### config.mk
export PLATFORM = sky130hd
export DESIGN_NAME = uart_rx
export DESIGN_NICKNAME = d
export VERILOG_FILES = /design/src/rtl/uart_pkg.sv /design/src/rtl/uart_sync.sv /design/src/rtl/uart_rx.sv
export SDC_FILE = /design/constraint.sdc
export NUM_CORES = 1
export LEC_CHECK = 0
export ABC_CLOCK_PERIOD_IN_PS = 2000
export CELL_PAD_IN_SITES_DETAIL_PLACEMENT = 1
export CELL_PAD_IN_SITES_GLOBAL_PLACEMENT = 1
export CORE_ASPECT_RATIO = 0.6
export CORE_UTILIZATION = 25
export DETAILED_ROUTE_END_ITERATION = 10
export GPL_TIMING_DRIVEN = 0
export PLACE_DENSITY = 0.54
export SYNTH_ARGS = -nofsm -noshare
export SYNTH_HDL_FRONTEND = slang
export SYNTH_SLANG_ARGS = --single-unit
### constraint.sdc
create_clock -name clk -period 2 [get_ports clk]
set_input_delay 0.4 -clock clk [delete_from_list [all_inputs] [get_ports clk]]
set_output_delay 0.4 -clock clk [all_outputs]
set_load 0.005 [all_outputs]
### src/rtl/uart_pkg.sv
// Shared UART definitions: receiver FSM states, frame sizing and the parity helper.
package uart_pkg;

  typedef enum logic [2:0] {
    StIdle,
    StStart,
    StData,
    StPar,
    StStop
  } uart_state_e;

  // Bits on the line for one frame: start + data + optional parity + stop bits.
  function automatic int unsigned frame_bits(int unsigned data_width, int unsigned parity,
                                             int unsigned stop_bits);
    return 1 + data_width + parity + stop_bits;
  endfunction

  localparam int unsigned UartFrameBits = frame_bits(8, 1, 1);

  // Parity bit for zero-extended data: even=1 makes data+parity hold an even count of ones.
  function automatic logic parity_calc(logic [31:0] data, logic even);
    return even ? (^data) : ~(^data);
  endfunction

endpackage

### src/rtl/uart_sync.sv
// Two-flop synchronizer for an asynchronous input, with a configurable reset value.
module uart_sync #(
  parameter logic ResetVal = 1'b1
) (
  input  logic clk_i,
  input  logic rst_ni,  // synchronous, active low
  input  logic d_i,
  output logic q_o
);

  logic meta_q;
  logic sync_q;

  // Two-stage capture; resets to the line's idle level.
  always_ff @(posedge clk_i) begin
    if (!rst_ni) begin
      meta_q <= ResetVal;
      sync_q <= ResetVal;
    end else begin
      meta_q <= d_i;
      sync_q <= meta_q;
    end
  end

  assign q_o = sync_q;

endmodule

### src/rtl/uart_rx.sv
// UART receiver: start/data/parity/stop framing, mid-bit sampling, one-cycle word strobe.
// Define UART_RX_MAJORITY_EN to take each bit as a 2-of-3 vote around mid-bit.
module uart_rx
  import uart_pkg::*;
#(
  parameter int unsigned DATA_WIDTH = 8,
  parameter int unsigned STOP_BITS  = 1,
  parameter int unsigned PARITY     = 1,
  parameter int unsigned EVEN       = 1,
  parameter int unsigned PRESCALER  = 15
) (
  input  logic                  clk,
  input  logic                  rst,
  input  logic                  rx,
  output logic [DATA_WIDTH-1:0] rxd,
  output logic                  rxv,
  output logic                  parity_err,
  output logic                  frame_err,
  output logic                  active
);

  localparam int unsigned PskW   = $clog2(PRESCALER);
  localparam int unsigned BitMax = (DATA_WIDTH > STOP_BITS) ? DATA_WIDTH : STOP_BITS;
  localparam int unsigned BitW   = $clog2(BitMax + 1);
  localparam int unsigned Mid    = (PRESCALER - 1) / 2;
`ifdef UART_RX_MAJORITY_EN
  localparam int unsigned TickAt = Mid + 1;
`else
  localparam int unsigned TickAt = Mid;
`endif

  logic rx_s;

  uart_sync #(
    .ResetVal(1'b1)
  ) u_sync (
    .clk_i (clk),
    .rst_ni(rst),
    .d_i   (rx),
    .q_o   (rx_s)
  );

  uart_state_e           state_q, state_d;
  logic [PskW-1:0]       psk_q, psk_d;
  logic [BitW-1:0]       bit_q, bit_d;
  logic [DATA_WIDTH-1:0] shift_q, shift_d;
  logic                  par_acc_q, par_acc_d;
  logic                  perr_acc_q, perr_acc_d;
  logic                  ferr_acc_q, ferr_acc_d;
  logic                  armed_q, armed_d;
  logic [DATA_WIDTH-1:0] rxd_q, rxd_d;
  logic                  rxv_q, rxv_d;
  logic                  perr_q, perr_d;
  logic                  ferr_q, ferr_d;
  logic                  active_q, active_d;

  logic tick;
  logic sample;
  logic ferr_next;

  assign tick = (state_q != StIdle) && (psk_q == PskW'(TickAt));

`ifdef UART_RX_MAJORITY_EN
  logic [1:0] vote_q, vote_d;

  // Capture the two samples preceding the decision point.
  always_comb begin
    vote_d = vote_q;
    if (psk_q == PskW'(Mid - 1)) vote_d[0] = rx_s;
    if (psk_q == PskW'(Mid))     vote_d[1] = rx_s;
  end

  // Voter history register.
  always_ff @(posedge clk) begin
    if (!rst) vote_q <= 2'b11;
    else      vote_q <= vote_d;
  end

  assign sample = (vote_q[0] & vote_q[1]) | (vote_q[0] & rx_s) | (vote_q[1] & rx_s);
`else
  assign sample = rx_s;
`endif

  // Next-state: prescaler, bit counter, FSM, shifter and registered outputs.
  always_comb begin
    state_d    = state_q;
    psk_d      = psk_q;
    bit_d      = bit_q;
    shift_d    = shift_q;
    par_acc_d  = par_acc_q;
    perr_acc_d = perr_acc_q;
    ferr_acc_d = ferr_acc_q;
    armed_d    = armed_q;
    rxd_d      = rxd_q;
    rxv_d      = 1'b0;
    perr_d     = perr_q;
    ferr_d     = ferr_q;
    active_d   = active_q;
    ferr_next  = ferr_acc_q | ~sample;

    // Free-running bit-period counter while a frame is in progress.
    if (state_q != StIdle) begin
      psk_d = (psk_q == PskW'(PRESCALER - 1)) ? '0 : psk_q + 1'b1;
    end

    unique case (state_q)
      StIdle: begin
        if (rx_s) armed_d = 1'b1;
        // armed_q implies rx_s was seen high, so a low rx_s here is a falling edge.
        if (armed_q && !rx_s) begin
          state_d    = StStart;
          psk_d      = '0;
          bit_d      = '0;
          par_acc_d  = 1'b0;
          perr_acc_d = 1'b0;
          ferr_acc_d = 1'b0;
          active_d   = 1'b1;
        end
      end
      StStart: begin
        if (tick) begin
          if (sample) begin
            state_d  = StIdle;
            active_d = 1'b0;
          end else begin
            state_d = StData;
            bit_d   = '0;
          end
        end
      end
      StData: begin
        if (tick) begin
          shift_d   = {sample, shift_q[DATA_WIDTH-1:1]};
          par_acc_d = par_acc_q ^ sample;
          if (bit_q == BitW'(DATA_WIDTH - 1)) begin
            bit_d   = '0;
            state_d = (PARITY != 0) ? StPar : StStop;
          end else begin
            bit_d = bit_q + 1'b1;
          end
        end
      end
      StPar: begin
        if (tick) begin
          perr_acc_d = sample != parity_calc(32'(par_acc_q), EVEN != 0);
          state_d    = StStop;
        end
      end
      StStop: begin
        if (tick) begin
          if (bit_q == BitW'(STOP_BITS - 1)) begin
            state_d  = StIdle;
            rxv_d    = 1'b1;
            rxd_d    = shift_q;
            perr_d   = perr_acc_q;
            ferr_d   = ferr_next;
            active_d = 1'b0;
            // A bad stop bit may be a break: wait for the line to go high before rearming.
            if (ferr_next) armed_d = 1'b0;
          end else begin
            ferr_acc_d = ferr_next;
            bit_d      = bit_q + 1'b1;
          end
        end
      end
      default: state_d = StIdle;
    endcase
  end

  // State and output registers with synchronous active-low reset.
  always_ff @(posedge clk) begin
    if (!rst) begin
      state_q    <= StIdle;
      psk_q      <= '0;
      bit_q      <= '0;
      shift_q    <= '0;
      par_acc_q  <= 1'b0;
      perr_acc_q <= 1'b0;
      ferr_acc_q <= 1'b0;
      armed_q    <= 1'b0;
      rxd_q      <= '0;
      rxv_q      <= 1'b0;
      perr_q     <= 1'b0;
      ferr_q     <= 1'b0;
      active_q   <= 1'b0;
    end else begin
      state_q    <= state_d;
      psk_q      <= psk_d;
      bit_q      <= bit_d;
      shift_q    <= shift_d;
      par_acc_q  <= par_acc_d;
      perr_acc_q <= perr_acc_d;
      ferr_acc_q <= ferr_acc_d;
      armed_q    <= armed_d;
      rxd_q      <= rxd_d;
      rxv_q      <= rxv_d;
      perr_q     <= perr_d;
      ferr_q     <= ferr_d;
      active_q   <= active_d;
    end
  end

  assign rxd        = rxd_q;
  assign rxv        = rxv_q;
  assign parity_err = perr_q;
  assign frame_err  = ferr_q;
  assign active     = active_q;

endmodule

* Word-level counts from Yosys, hierarchy flattened
Index checks and enable logic that the tools add are counted.
** Storage, ports and cells
- Register bits after elaboration :: 37
- Latch bits :: 0
- Bits in writable memories :: 0
- Memory bits (read-only) :: 0
- Bits of input ports :: 3
- Output and inout port bits :: 12
- Word-level logic and storage cells :: 103
- Memories :: 0
** Cells by class
- Add/subtract/negate cells :: 2
- Multipliers :: 0
- Div/mod/pow operators :: 0
- Order comparisons :: 0
- Eq/ne operators :: 20
- Shifts and indexed selects :: 0
- Mux-type cells :: 41
- Bitwise gates (word level) :: 3
- Reductions and logical operators :: 22
** Operators by type and width (count)
- $mux W4 :: 11
- $reduce_xor A32 Y1 :: 1
- $mux W3 :: 7
- $ne A2 B2 Y1 const B :: 10
- $pmux W4 S4 :: 1
- $mux W1 :: 15
- $pmux W3 S5 :: 1
- $reduce_and A7 Y1 :: 2
- $reduce_and A3 Y1 :: 4
- $add A4 B1 Y4 const B :: 2
- $eq A4 B3 Y1 const B :: 2
- $pmux W1 S2 :: 4
- $eq A3 B2 Y1 const B :: 2
- $reduce_and A6 Y1 :: 1
- $reduce_bool A2 Y1 :: 3
- $reduce_bool A3 Y1 :: 2
- $reduce_and A5 Y1 :: 1
- $eq A4 B4 Y1 const B :: 1
- $logic_not A4 Y1 :: 1
- $ne A2 B1 Y1 const B :: 2
- $reduce_and A4 Y1 :: 1
- $reduce_bool A4 Y1 :: 1
- $eq A3 B1 Y1 const B :: 1
- $eq A3 B3 Y1 const B :: 1
- 10 further kinds :: 11

* Depth between registers and ports, before layout
Gate-level depths: netlist of the first run.
- Word-level depth :: 6
- Gate-level depth with buffers :: 7
- Gate-level depth less buffers :: 6

* Cells and area by module
A second synthesis of the first run with hierarchy kept.
** Second synthesis, totals
- Cells, all modules :: 184
- Area, all modules :: 1729.2 sq um
** By module, submodules not included
- uart_rx :: instances 1, cells each 180, area an instance 1676.6 sq um, seq. area each 700.7 sq um
- uart_sync :: instances 1, cells each 4, area an instance 52.6 sq um, seq. area each 40.0 sq um

* Worst setup path before layout of the first run
Ideal clock, no wire load.
- Path type :: register to register
- From :: register bit_q[0]
- To :: register state_q[0]
- Setup time :: 0.074 ns
- Arrival :: 1.385 ns
- Setup slack :: 0.541 ns
- Stages on the path, launching flop included :: 7
- Buffers on the path :: 0
- Period minus slack after synthesis :: 1.459 ns
- Path through :: dfxtp_1 > inv_1 > ha_1 > nor3b_4 > a21boi_1 > o41a_1 > nor3_2
** On the way
- Word-level cells in the longest chain between the ends :: 3
** RTL lines
- start, declared :: RTL line uart_rx.sv:45 : logic [BitW-1:0] bit_q, bit_d;
- start signal, assigned :: RTL line uart_rx.sv:189 : bit_q <= bit_d;
- $eq A4 B3 Y1 or $logic_not A4 Y1 (tied branches) :: RTL line uart_rx.sv:135, uart_rx.sv:151
- $ne A2 B2 Y1 (no line)
- $reduce_and A7 Y1 (no line) (*)
- end signal, assigned :: RTL line uart_rx.sv:173 : state_q <= StIdle;
- end signal, assigned :: RTL line uart_rx.sv:187 : state_q <= state_d;
- end, declared :: RTL line uart_rx.sv:43 : uart_state_e state_q, state_d;
Mark *: on every way between the ends. The rest lies on a longest branch, timed or not.
A chain may end at the register's enable or synchronous reset.

* Worst setup path after layout of the first run
- From :: register state_q[2]
- To :: register bit_q[2]
** On the way
- Word-level cells in the longest chain between the ends :: 4
** RTL lines
- $reduce_bool A3 Y1 :: RTL line uart_rx.sv:61 : assign tick = (state_q != StIdle) && (psk_q == PskW'(TickAt));
- $logic_and A1 B1 Y1 :: RTL line uart_rx.sv:61
- $ne A2 B2 Y1 (no line)
- $reduce_and A7 Y1 (no line)
Parallel ways exist; a longest one is shown, timed or not.

==> impl_metrics.csv, run 1 <==
group,metric,value,unit
clock_tree,path_clk_slew,60,ps
clock_tree,cts_post_setup_buffers_inserted,0,
logic_synthesis,synth-async-reset-ratio,0,%
grt,overflow,0,
clock_tree,numCtsBuffers,5,
placed_design,hpwl,3420,µm
clock_tree,cts.root.buffer_cell,"sky130_fd_sc_hd__clkbuf_16",
placed_design,routabilityCongestion,0.722,
power,power.density_cell_area,902,nW/µm²
clock_tree,post_cts_hold_buffer_count,0,
logic_synthesis,postSynthRegisterBits,37,
power,clock_power_share,41.9,%
timing,setup_viol,0,
grt,grt.total_usage,14.2,%
final_layout,final_net_count,227,
power,combinationalPowerShare,18.7,%
worst_setup_path,setup.worst_path.end_class,"flip-flop",
clock_tree,cts_sinks,37,
logic_synthesis,synth_cell_types,56,
final_layout,finalCoreUtilization,32.4,%
detailed_routing,route.vias.total,1532,
clock_tree,cts.htree.levels,2,
grt,grt_pass1_vias,1509,
run_status,status,"complete, but fails checks",
timing,timing.setup.tns,0,ps
clock_tree,cts_tree,"yes",
power,post-layout-total-power,0.00200,W
timing,report.final.hold_viol_count,0,
grt,antenna_found_initial,0,
timing,slew_viol_final,0,
power,switchingPower,0.000570,W
worst_setup_path,setup.worst_path.class,"reg2reg",
detailed_routing,ant_nets,0,
worst_setup_path,critPathMaxFanout,10,
floorplanning,placementRows,23,
floorplanning,core,6850,µm²
power,pwr-share-seq,39.3,%
placed_design,placement.io_buffers,13,
worst_setup_path,timing.reg2reg.setup_slack,240,ps
floorplanning,fp.dieW,112,µm
floorplanning,boundaryPins,15,
clock_tree,cts_resized,0,
logic_synthesis,synth_area_per_inst,9.04,µm²
final_layout,antenna-diode-count,0,
floorplanning,dieArea,7660,µm²
min_path,hold_path_class,"in2reg",
logic_synthesis,postSynthNetCount,207,
timing,clock.fmax,568,MHz
timing,slew_headroom,54.0,%
logic_synthesis,synth_edf_count,0,
detailed_routing,detail_route.iter0.violations,89,
final_layout,layout.filler_cells,803,
logic_synthesis,yosys_warnings,0,
power,p_leak,0.856,nW
logic_synthesis,synth.yosys.seq_area_share,40.6,%
final_layout,multi_input_combinational_cell_area,958,µm²
timing,worst-slew-pin-transition,687,ps
clock_tree,clock_tree.buffer_depth,2,
timing,finalWorstPathRequiredPeriod,1760,ps
logic_synthesis,syn_std_cell_area,1830,µm²
power,power.switching_fraction,28.4,%
power,p_int,0.00143,W
timing,rsz_0062_raised_after_global_routing,"false",
detailed_routing,drtPass1Iterations,7,
worst_setup_path,required,2190,ps
floorplanning,initial_core_utilization,26.7,%
final_layout,register_area,741,µm²
worst_setup_path,worst-endpoint-arrival,1950,ps
logic_synthesis,synthesized_instance_count,202,
job,drv_cap,0,
grt,grt_start_max_net_pins,12,
detailed_routing,viasPerCell,4.94,
timing,worst_clock_skew,6.11,ps
grt,grt_first_pass_wirelength,8070,µm
final_layout,post_synthesis_to_final_layout_area_growth,21.7,%
final_layout,final_layout_size_suffix_gt1_share,17.0,%
clock_tree,clkLatencyLatePin,280,ps
worst_setup_path,critPathLaunchType,"flip-flop",
floorplanning,dieHeight,68.2,µm
detailed_routing,wirelength,4820,µm
logic_synthesis,synth_flop_cell,"sky130_fd_sc_hd__dfxtp_1",
detailed_routing,wl_per_cell,15.6,µm
detailed_routing,post-route-drc-count,2,
power,irDropWorstVdd,0.362,mV
run_status,failed_checks,"design-rule violations",
timing,fin_crit_sh,88.0,%
==> worst max-delay path, cell delays in order, from the launching register on <==
cell	delay, ps
sky130_fd_sc_hd__dfxtp_1	330
sky130_fd_sc_hd__buf_6	150
sky130_fd_sc_hd__nor3_2	530
sky130_fd_sc_hd__a32o_2	270
sky130_fd_sc_hd__o21ai_2	120
sky130_fd_sc_hd__o32ai_2	270
==> stage by stage <==
stage	hold WS (ps)	area [µm²]	instances	setup WS, ps
2_1_floorplan	386	1830	202	541
3_3_place_gp	391	2060	302	114
3_5_place_dp	398	2060	302	114
4_1_cts	327	2220	310	201
5_1_grt	336	2220	310	86.7
6_report	330	2220	310	240
==> registers in the layout, summed over array words and instances (netlist names) <==
name and cells:
rxd 8, rxv 1, u_sync.meta_q 1, armed_q 1
psk_q 4, frame_err 1, ferr_acc_q 1, par_acc_q 1
active 1, bit_q 4, parity_err 1, u_sync.q_o 1
shift_q 8, state_q 3, perr_acc_q 1
==> final timing paths <==
check | start | endpoint | cells past startpoint
worst max-delay path | state_q[2] | bit_q[2] | 5
worst min register to register | u_sync.meta_q | u_sync.q_o | 1
worst min-delay path | rst | u_sync.q_o | 2
worst max register to register | state_q[2] | bit_q[2] | 5
==> power groups by stage <==
stage                     clock, W  combinational (W)  sequential, W
final                     0.000841           0.000376       0.000788
after global routing      0.000890           0.000417       0.000790
after CTS                 0.000859           0.000378       0.000788
after detailed placement         0           0.000372       0.000804
after global placement           0           0.000369       0.000804
after floorplan                  0           0.000278       0.000798
==> area by class of cell <==
cell class | count | area share [%]
inverters | 3 | 0.507
flip-flops and latches | 37 | 33.3
multi-input cells | 148 | 43.1
well taps | 87 | 4.90
plain buffers | 14 | 5.18
clock inverters | 1 | 0.225
clock buffers | 7 | 6.87
repair buffers | 13 | 5.86
==> kinds of logic after synthesis <==
| logic type | share of synthesized area, % |
|---|---|
| mux | 5.48 |
| fa+ha+maj | 1.37 |
| simple gates | 28.0 |
| buf+inv | 6.92 |
| xor+xnor | 0.480 |
| compound gates | 17.2 |
| flops | 40.6 |
==> synthesized netlist by cell type (2+ instances only) <==
| master | number | area (µm²) |
|---|---|---|
| sky130_fd_sc_hd__dfxtp_1 | 37 | 741 |
| sky130_fd_sc_hd__nor3_1 | 6 | 30.0 |
| sky130_fd_sc_hd__a21oi_1 | 21 | 105 |
| sky130_fd_sc_hd__o22ai_1 | 2 | 12.5 |
| sky130_fd_sc_hd__nor2b_1 | 2 | 12.5 |
| sky130_fd_sc_hd__buf_2 | 3 | 15.0 |
| sky130_fd_sc_hd__a311oi_1 | 2 | 17.5 |
| sky130_fd_sc_hd__clkbuf_1 | 3 | 11.3 |
| sky130_fd_sc_hd__o21ai_0 | 5 | 25.0 |
| sky130_fd_sc_hd__inv_1 | 3 | 11.3 |
| sky130_fd_sc_hd__nor3_2 | 2 | 20.0 |
| sky130_fd_sc_hd__and4b_1 | 2 | 20.0 |
| sky130_fd_sc_hd__nand3_1 | 7 | 35.0 |
| sky130_fd_sc_hd__nand2b_1 | 4 | 25.0 |
| sky130_fd_sc_hd__ha_1 | 2 | 25.0 |
| sky130_fd_sc_hd__buf_6 | 6 | 67.6 |
| sky130_fd_sc_hd__mux2i_1 | 10 | 100 |
| sky130_fd_sc_hd__nand2_1 | 33 | 124 |
| sky130_fd_sc_hd__nor2_1 | 15 | 56.3 |
==> placed cells by master (no fill, tap or decap), drive strengths merged, types with 8 or more instances in the layout <==
cell type,netlist,final
buf,10,10
a21oi,21,21
mux2i,10,10
nor2,16,16
dfxtp,37,37
nor3,8,8
clkbuf,4,11
clkdlybuf4s50,0,13
nand3,8,8
nand2,33,33
==> routing by layer <==
| layer | wire [µm] | track usage, % |
|---|---|---|
| met1 | 2790 | 21.3 |
| met2 | 1740 | 18.7 |
| met3 | 243 | 4.34 |
| met4 | 57 | 4.50 |
| met5 | 0 | 0 |
Power figures use the tool's default switching activity.
==> run 2: changes to the inputs <==
--- a/config.mk
+++ b/config.mk
@@ -11,6 +11,7 @@
 export CORE_ASPECT_RATIO = 0.6
 export CORE_UTILIZATION = 25
 export DETAILED_ROUTE_END_ITERATION = 10
+export GPL_ROUTABILITY_DRIVEN = 0
 export GPL_TIMING_DRIVEN = 0
 export PLACE_DENSITY = 0.54
 export SYNTH_ARGS = -nofsm -noshare
==> results of run 2 <==
The final DEF is identical to that of run 1; final timing and power are the same.
